==> config.mk <==
export PLATFORM = sky130hd
export DESIGN_NAME = ps2_key_tracker
export DESIGN_NICKNAME = d
export VERILOG_FILES = /design/src/rtl/ps2_key_tracker.sv
export SDC_FILE = /design/constraint.sdc
export NUM_CORES = 1
export LEC_CHECK = 0
export CAP_MARGIN = 30
export CORE_MARGIN = 3
export CORE_UTILIZATION = 51
export CTS_BUF_LIST = sky130_fd_sc_hd__clkbuf_16
export DETAILED_ROUTE_END_ITERATION = 8
export GPL_ROUTABILITY_DRIVEN = 0
export PLACE_DENSITY = 0.73
export SLEW_MARGIN = 20
export SYNTH_ARGS = -nofsm -noshare
export SYNTH_HDL_FRONTEND = slang
export SYNTH_SLANG_ARGS = --single-unit
==> constraint.sdc <==
create_clock -name clk -period 2.7 [get_ports clk]
set_clock_uncertainty 0.2 [all_clocks]
set_input_delay 0.675 -clock clk [delete_from_list [all_inputs] [get_ports clk]]
set_output_delay 0.675 -clock clk [all_outputs]
set_load 0.01 [all_outputs]
==> src/rtl/ps2_key_tracker.sv <==
// ps2_key_tracker
//   Turns the PS/2 scan-code byte stream into key press/release events.
//   E0 (extended) and F0 (break) prefixes are folded into a small prefix FSM,
//   the most recently pressed key is tracked, presses are counted, and press
//   events are queued in a first-word fall-through FIFO for a consumer.
//
// Parameters
//   CNT_W  width of the press counter (wraps modulo 2**CNT_W)
//   DEPTH  press-event FIFO depth, power of 2, >= 2
//
// Ports
//   clk         system clock, posedge
//   rst         synchronous active-high reset
//   code_valid  one-cycle strobe qualifying code
//   code        scan-code byte
//   key_down    tracked key currently held
//   held_ext    tracked key is E0-extended
//   held_code   make code of tracked key
//   press_cnt   accepted press count
//   ev_empty    FIFO empty
//   ev_data     FIFO head {ext, code}, valid when !ev_empty (0 when empty)
//   ev_rd       pop head; ignored when empty
//   ev_ovf      sticky: a press was dropped on a full FIFO
//
// Configuration
//   TYPEMATIC_FILTER_EN  when defined, a press of the already-held key
//                        (auto-repeat) is discarded entirely.

module ps2_key_tracker #(
   parameter int CNT_W = 8,
   parameter int DEPTH = 8
) (
   input  logic             clk,
   input  logic             rst,
   input  logic             code_valid,
   input  logic [7:0]       code,
   output logic             key_down,
   output logic             held_ext,
   output logic [7:0]       held_code,
   output logic [CNT_W-1:0] press_cnt,
   output logic             ev_empty,
   output logic [8:0]       ev_data,
   input  logic             ev_rd,
   output logic             ev_ovf
);

   localparam int ADDR_W = $clog2(DEPTH);

   typedef enum logic [1:0] {
      S_IDLE,
      S_EXT,
      S_BRK,
      S_EXT_BRK
   } state_t;

   state_t             r_state;
   logic               r_key_down;
   logic               r_held_ext;
   logic [7:0]         r_held_code;
   logic [CNT_W-1:0]   r_cnt;
   logic               r_ovf;
   logic [8:0]         r_mem [DEPTH];
   logic [ADDR_W:0]    r_wptr;
   logic [ADDR_W:0]    r_rptr;

   logic               w_is_e0;
   logic               w_is_f0;
   logic               w_is_dev;
   logic               w_press;
   logic               w_release;
   logic               w_ev_ext;
   logic               w_match;
   logic               w_accept;
   logic               w_rel_hit;
   logic               w_empty;
   logic               w_full;
   logic               w_pop;
   logic               w_push;

   assign w_is_e0  = (code == 8'hE0);
   assign w_is_f0  = (code == 8'hF0);
   assign w_is_dev = (code == 8'h00) || (code == 8'hAA) || (code == 8'hFA);

   // Event classification: only a complete (non-prefix, non-device) byte
   // produces an event; its kind comes from the prefix state.
   always_comb begin
      w_press   = 1'b0;
      w_release = 1'b0;
      w_ev_ext  = 1'b0;
      if (code_valid && !w_is_dev && !w_is_e0 && !w_is_f0) begin
         unique case (r_state)
            S_IDLE:    begin w_press   = 1'b1; w_ev_ext = 1'b0; end
            S_EXT:     begin w_press   = 1'b1; w_ev_ext = 1'b1; end
            S_BRK:     begin w_release = 1'b1; w_ev_ext = 1'b0; end
            S_EXT_BRK: begin w_release = 1'b1; w_ev_ext = 1'b1; end
            default:   begin w_press   = 1'b0; w_release = 1'b0; end
         endcase
      end
   end

   assign w_match = r_key_down && ({w_ev_ext, code} == {r_held_ext, r_held_code});

`ifdef TYPEMATIC_FILTER_EN
   assign w_accept = w_press && !w_match;
`else
   assign w_accept = w_press;
`endif

   assign w_rel_hit = w_release && w_match;

   // Pointers carry one extra wrap bit: equal low bits with differing MSB is full.
   assign w_empty = (r_wptr == r_rptr);
   assign w_full  = (r_wptr[ADDR_W] != r_rptr[ADDR_W]) &&
                    (r_wptr[ADDR_W-1:0] == r_rptr[ADDR_W-1:0]);
   assign w_pop   = ev_rd && !w_empty;
   // A pop in the same cycle frees the slot the push needs.
   assign w_push  = w_accept && (!w_full || w_pop);

   always_ff @(posedge clk) begin
      if (rst) begin
         r_state     <= S_IDLE;
         r_key_down  <= 1'b0;
         r_held_ext  <= 1'b0;
         r_held_code <= '0;
         r_cnt       <= '0;
         r_ovf       <= 1'b0;
         r_wptr      <= '0;
         r_rptr      <= '0;
      end else begin
         if (code_valid) begin
            if (w_is_dev) begin
               r_state <= S_IDLE;
            end else if (w_is_e0) begin
               unique case (r_state)
                  S_IDLE:    r_state <= S_EXT;
                  S_EXT:     r_state <= S_EXT;
                  S_BRK:     r_state <= S_EXT_BRK;
                  S_EXT_BRK: r_state <= S_EXT_BRK;
                  default:   r_state <= S_IDLE;
               endcase
            end else if (w_is_f0) begin
               unique case (r_state)
                  S_IDLE:    r_state <= S_BRK;
                  S_EXT:     r_state <= S_EXT_BRK;
                  S_BRK:     r_state <= S_BRK;
                  S_EXT_BRK: r_state <= S_EXT_BRK;
                  default:   r_state <= S_IDLE;
               endcase
            end else begin
               r_state <= S_IDLE;
            end
         end

         if (w_accept) begin
            r_key_down  <= 1'b1;
            r_held_ext  <= w_ev_ext;
            r_held_code <= code;
            r_cnt       <= r_cnt + 1'b1;
         end else if (w_rel_hit) begin
            r_key_down  <= 1'b0;
         end

         if (w_accept && w_full && !w_pop)
            r_ovf <= 1'b1;
         if (w_push)
            r_wptr <= r_wptr + 1'b1;
         if (w_pop)
            r_rptr <= r_rptr + 1'b1;
      end
   end

   always_ff @(posedge clk) begin
      if (!rst && w_push)
         r_mem[r_wptr[ADDR_W-1:0]] <= {w_ev_ext, code};
   end

   assign key_down  = r_key_down;
   assign held_ext  = r_held_ext;
   assign held_code = r_held_code;
   assign press_cnt = r_cnt;
   assign ev_empty  = w_empty;
   assign ev_data   = w_empty ? '0 : r_mem[r_rptr[ADDR_W-1:0]];
   assign ev_ovf    = r_ovf;

endmodule

==> After elaboration in Yosys (flattened, before gate mapping) <==
Memory sizes are Yosys's and may differ from the RTL's. A register that Yosys moved wholly into a read port is not among the register bits.
Index checks and enable logic that the tools add are counted.
{ "word_totals": {"n_memories": 1, "mem_bits_rw": 72, "regBits": 29, "in_bits": 12, "elab_cells": 69, "out_inout_bits": 29} }
{ "mem_list": {"columns": ["name", "depth", "width", "rd", "rd_clocked_by_memory_dff", "write_ports", "line_no", "rtl"], "rows": [
  ["r_mem", 8, 9, 1, 1, 1, "62", "logic [8:0] r_mem [DEPTH];"]
]} }
{ "op_classes": {"eq_ne": 11, "n_addsub": 3, "mux": 18, "reduce_logical": 28} }
{ "ops": {"columns": ["cell", "count"], "rows": [
  ["$eq 8x8->1 const B", 4],
  ["$logic_and 1x1->1", 11],
  ["$eq 9x9->1", 1],
  ["$mux 1", 9],
  ["$mux 9", 1],
  ["$add 4x1->4 const B", 2],
  ["$add 8x1->8 const B", 1],
  ["$logic_not 8->1", 1],
  ["$pmux 2 s2", 2],
  ["$reduce_or 2->1", 4],
  ["$logic_not 1->1", 7],
  ["$mux 2", 3],
  ["$mux 3", 2],
  ["$eq 2x2->1 const B", 2],
  ["$eq 4x4->1", 1],
  ["$eq 3x3->1", 1],
  ["$logic_or 1x1->1", 3],
  ["$eq 2x1->1 const B", 1],
  ["$logic_not 2->1", 1],
  ["$pmux 1 s2", 1],
  ["$reduce_bool 2->1", 1],
  ["$ne 1x1->1", 1]
]} }

==> Longest topological paths before layout <==
{ "logic_depth": {"word_depth": 13, "mapped_depth": 7, "depth_no_buf": 5} }

==> Least setup slack after synthesis <==
OpenSTA, ideal clock, no wires.
{ "synth_timing": {"path_type": "input-to-reg", "startpoint": "input port code[6]", "endpoint": "memory r_mem[0][0], enable pin", "arrival_time_ps": 2076, "cell_stages": 6, "setup_slack_ps": 38, "required_ps": 2113, "path_cell_list": "xor2_1 > or4_4 > and4b_1 > buf_6 > nand3_1 > nor3_1"} }
{ "synth_between": {"elab_chain_len": 12, "elab_cells_between_ends": 18} }
{ "synth_rtl": {"columns": ["item", "line_no", "rtl"], "rows": [
  ["start: declaration", "36", "input logic [7:0] code,"],
  ["$eq 8x8->1 or $logic_not 8->1 (tied branches)", "82", "assign w_is_dev = (code == 8'h00) || (code == 8'hAA) || (code == 8'hFA);"],
  ["$logic_or 1x1->1 (2 in series)", "82", null],
  ["$logic_not 1->1", "90", "if (code_valid && !w_is_dev && !w_is_e0 && !w_is_f0) begin"],
  ["$logic_and 1x1->1 (2 in series)", "90", null],
  ["$logic_and 1x1->1 (*)", "90", null],
  ["$mux 1 (*)", "90", null],
  ["$logic_and 1x1->1 (*)", "117", "assign w_push = w_accept && (!w_full || w_pop);"],
  ["$logic_and 1x1->1 (*)", "173", "if (!rst && w_push)"],
  ["$mux 1 (*)", "173", null],
  ["$mux 1 (not written as such) (*)", "174", "r_mem[r_wptr[ADDR_W-1:0]] <= {w_ev_ext, code};"],
  ["end: declaration", "62", null]
]} }
Mark *: on every way between the ends. The rest lies on a longest branch, timed or not.

==> impl_metrics.py <==
metrics = {
    "status": {
        "status": "finished, violations left",
        "violations": "negative setup slack",
    },
    "grt": {
        "grt_pass1_vias": 2714,
        "grt_antenna_before_repair": 0,
        "grt.overflow.total": 0,
        "grt_pass1_wl_um": 15120,
        "grt_usage_pct": 20.67,
        "grt_max_degree": 31,
    },
    "logic_synthesis": {
        "synth_nets": 314,
        "syn_avg_cell_area_um2": 14.27,
        "synth_top_area_share_pct": 50.66,
        "yosysTopAreaCell": "edfxtp_1",
        "synth_area_um2": 4268,
        "synthCells": 299,
        "synthTopCellsByArea": "edfxtp_1, dfxtp_1, mux4_2",
        "synth_cell_type_count": 37,
        "synth.ff_latch_count": 104,
        "ys_warn_count": 0,
        "seq_area_frac_synth_pct": 65.67,
    },
    "min_path": {
        "hp-start": "key_down",
        "hold_path_end": "key_down",
        "holdPathStages": 2,
        "min_path_type": "flop to flop",
    },
    "clock_network": {
        "ctsHoldBuffers": 0,
        "cts-root-buf": "clkbuf_16",
        "tritoncts": "yes",
        "clkSlewWorstSetupHoldPaths_ps": 70,
        "insertion_delay_ps": 340,
        "cts_buffers": 9,
        "cts_num_sinks": 104,
        "htree_levels": 3,
        "max-clock-path-buffers": 2,
    },
    "finish": {
        "layoutNonFillerInstCount": 480,
        "layout_commonest_cell": "edfxtp_1",
        "post-route-cell-area_um2": 5415,
        "layout-drive-gt1-share_pct": 25.66,
        "final_cell_mix": "edfxtp_1, buf_4, dfxtp_1, nand2_1, nor2_1",
        "diodes": 0,
        "fin_nets": 388,
        "fill_cells": 563,
        "area_growth_pct": 26.88,
    },
    "run": {
        "drv_cap": 0,
    },
    "setup_path": {
        "cp_max_fo": 9,
        "regToRegStartpoint": "r_rptr[2]",
        "crit_arrival_ps": 1830,
        "crit_slowest_cell": "mux4_2",
        "cp.required_ps": 1820,
        "crit_path_max_incr_delay_ps": 530,
        "end_kind": "output pin",
        "timing.rr.end": "r_wptr[2]",
        "crit_chain": "buf_12, mux4_2, mux2i_1, nor2_1, buf_2",
        "path_class": "flop to output pin",
        "cp-start-kind": "flop",
        "reg2reg_depth": 6,
        "reg2reg_setup_slack_ps": 380,
    },
    "place": {
        "dp_hpwl_um": 6256,
        "numPortBuffers": 40,
        "place_area_um2": 5056,
        "dp.cells": 461,
    },
    "routing": {
        "via_per_inst": 5.619,
        "dr_total_vias": 2697,
        "firstDrtPassIters": 5,
        "routed_wl_um": 9186,
        "drt_iter0_drc": 128,
        "drc": 0,
        "wl_per_cell_um": 19.14,
        "ant_nets": 0,
    },
    "power": {
        "ir_worst_vdd_v": 0.0003953,
        "leakagePower_nw": 1.905,
        "power_density_nw_per_um2": 676.5,
    },
    "sta": {
        "report.final.slew_viol_count": 0,
        "min_period_ps": 2708,
        "fin_ws_ps": -8.061,
        "relSlewSlack_pct": 48.48,
        "finalCritPeriodShare_pct": 100.3,
        "worst_pin_slew_ps": 770.0,
        "hold_violations": 0,
        "max_clock_freq_mhz": 369.3,
        "setup_viol": 1,
        "whs_ps": 277.3,
        "tns_ps": -8.061,
        "rsz0062_at_grt": "true",
    },
    "floorplan": {
        "die_w_um": 97.48,
        "core_um2": 7928,
        "io_pins": 41,
        "die-area_um2": 9502,
        "rows": 32,
        "start_util_pct": 53.84,
        "dieHeight_um": 97.48,
    },
}
[area by class of cell]
| cell class | count | area (um2) | area share [%] |
|---|---|---|---|
| tap | 102 | 127.6 | 2.357 |
| timing repair buffer | 78 | 719.4 | 13.29 |
| sequential | 104 | 2806 | 51.83 |
| multi-input combinational | 179 | 1463 | 27.01 |
| inverter | 1 | 3.754 | 0.06932 |
| clock inverter | 7 | 70.07 | 1.294 |
| clock buffer | 9 | 225.2 | 4.159 |
[logic make-up (layout without fill, tap and decap cells)]
kind of cell,after synthesis,after routing,synth area share [%]
compound gates,32,32,4.104
xor+xnor,19,19,3.899
fa+ha+maj,3,3,0.8796
buf+inv,16,95,1.759
flops,104,104,65.67
mux,31,31,12.81
simple gates,94,94,10.88
[worst max-delay path by stage]
stage                  from          end  slack, ps  cells past startpoint
detailed placement  code[6]  r_mem[2][7]       -630                      7
floorplan           code[6]  r_mem[0][0]         40                      6
global placement    code[5]  r_mem[2][7]       -550                      6
finish                 flop   ev_data[2]         -8                      5
CTS                    flop   ev_data[2]         -9                      5
global route           flop   ev_data[2]        -60                      5
[where the power goes]
part | internal [W] | switching [W] | leakage [nW]
combinational | 0.000315 | 0.000291 | 0.840
clock | 0.000720 | 0.000561 | 0.151
sequential | 0.00174 | 0.0000335 | 0.914
total | 0.00278 | 0.000885 | 1.91
[metal layers]
layer	vias to the layer above	global-route usage (%)	share of wire (%)
li1	1269	-	-
met1	1329	27.76	44
met2	89	33.47	49
met3	10	5.097	5.6
met4	0	6.283	1.2
met5	-	0	0
[worst max-delay path: cells and delay by family, from the launching register on]
kind	cells	cell delay [ps]
buffers and inverters	2	290
flip-flops	1	390
multiplexers	2	740
AND/OR/NAND/NOR	1	70
[timing repair]
| item | in CTS | in global routing |
|---|---|---|
| endpoints found under the setup margin | 84 | 61 |
| gates resized for setup | 62 | 3 |
| setup buffers | 2 | 0 |
| cloned | 1 | 0 |
[sequential cells by signal, summed over array words and instances (netlist names), named ones only]
name and cells:
r_mem 72, held_code 8, press_cnt 8, r_rptr 4
r_wptr 4, r_state 2, ev_ovf 1, held_ext 1
key_down 1
[cells in the mapped netlist]
cell type	count
nand3b_1	1
and4b_1	1
or4_1	4
and3_4	1
clkbuf_1	6
nor3_1	3
xnor2_1	6
inv_1	1
o31ai_1	2
buf_1	2
mux2_4	2
nor2b_1	3
or3_1	5
nand3_1	9
nand2_1	24
o41ai_1	1
nor4_1	3
nor2_1	29
edfxtp_1	72
a31o_1	1
a21oi_1	21
a21o_1	1
nand4_1	2
mux2_1	1
and3_1	1
mux4_2	18
buf_6	1
buf_2	6
dfxtp_1	32
ha_1	3
o21ai_0	6
or4_4	1
nor3b_1	1
mux2i_1	10
xor2_1	13
nand2b_1	5
nand4b_1	1
[stage by stage]
step	power [W]	utilization, %	setup WS (ps)
after floorplan	0.002120	-	37.58
after global placement	0.002400	63.78	-552.2
after detailed placement	0.002412	63.78	-631.9
after CTS	0.003685	68.23	-8.997
after global routing	0.003793	68.31	-55.90
final	0.003664	68.31	-8.061
No activity file was read; power rests on OpenSTA's default activity.
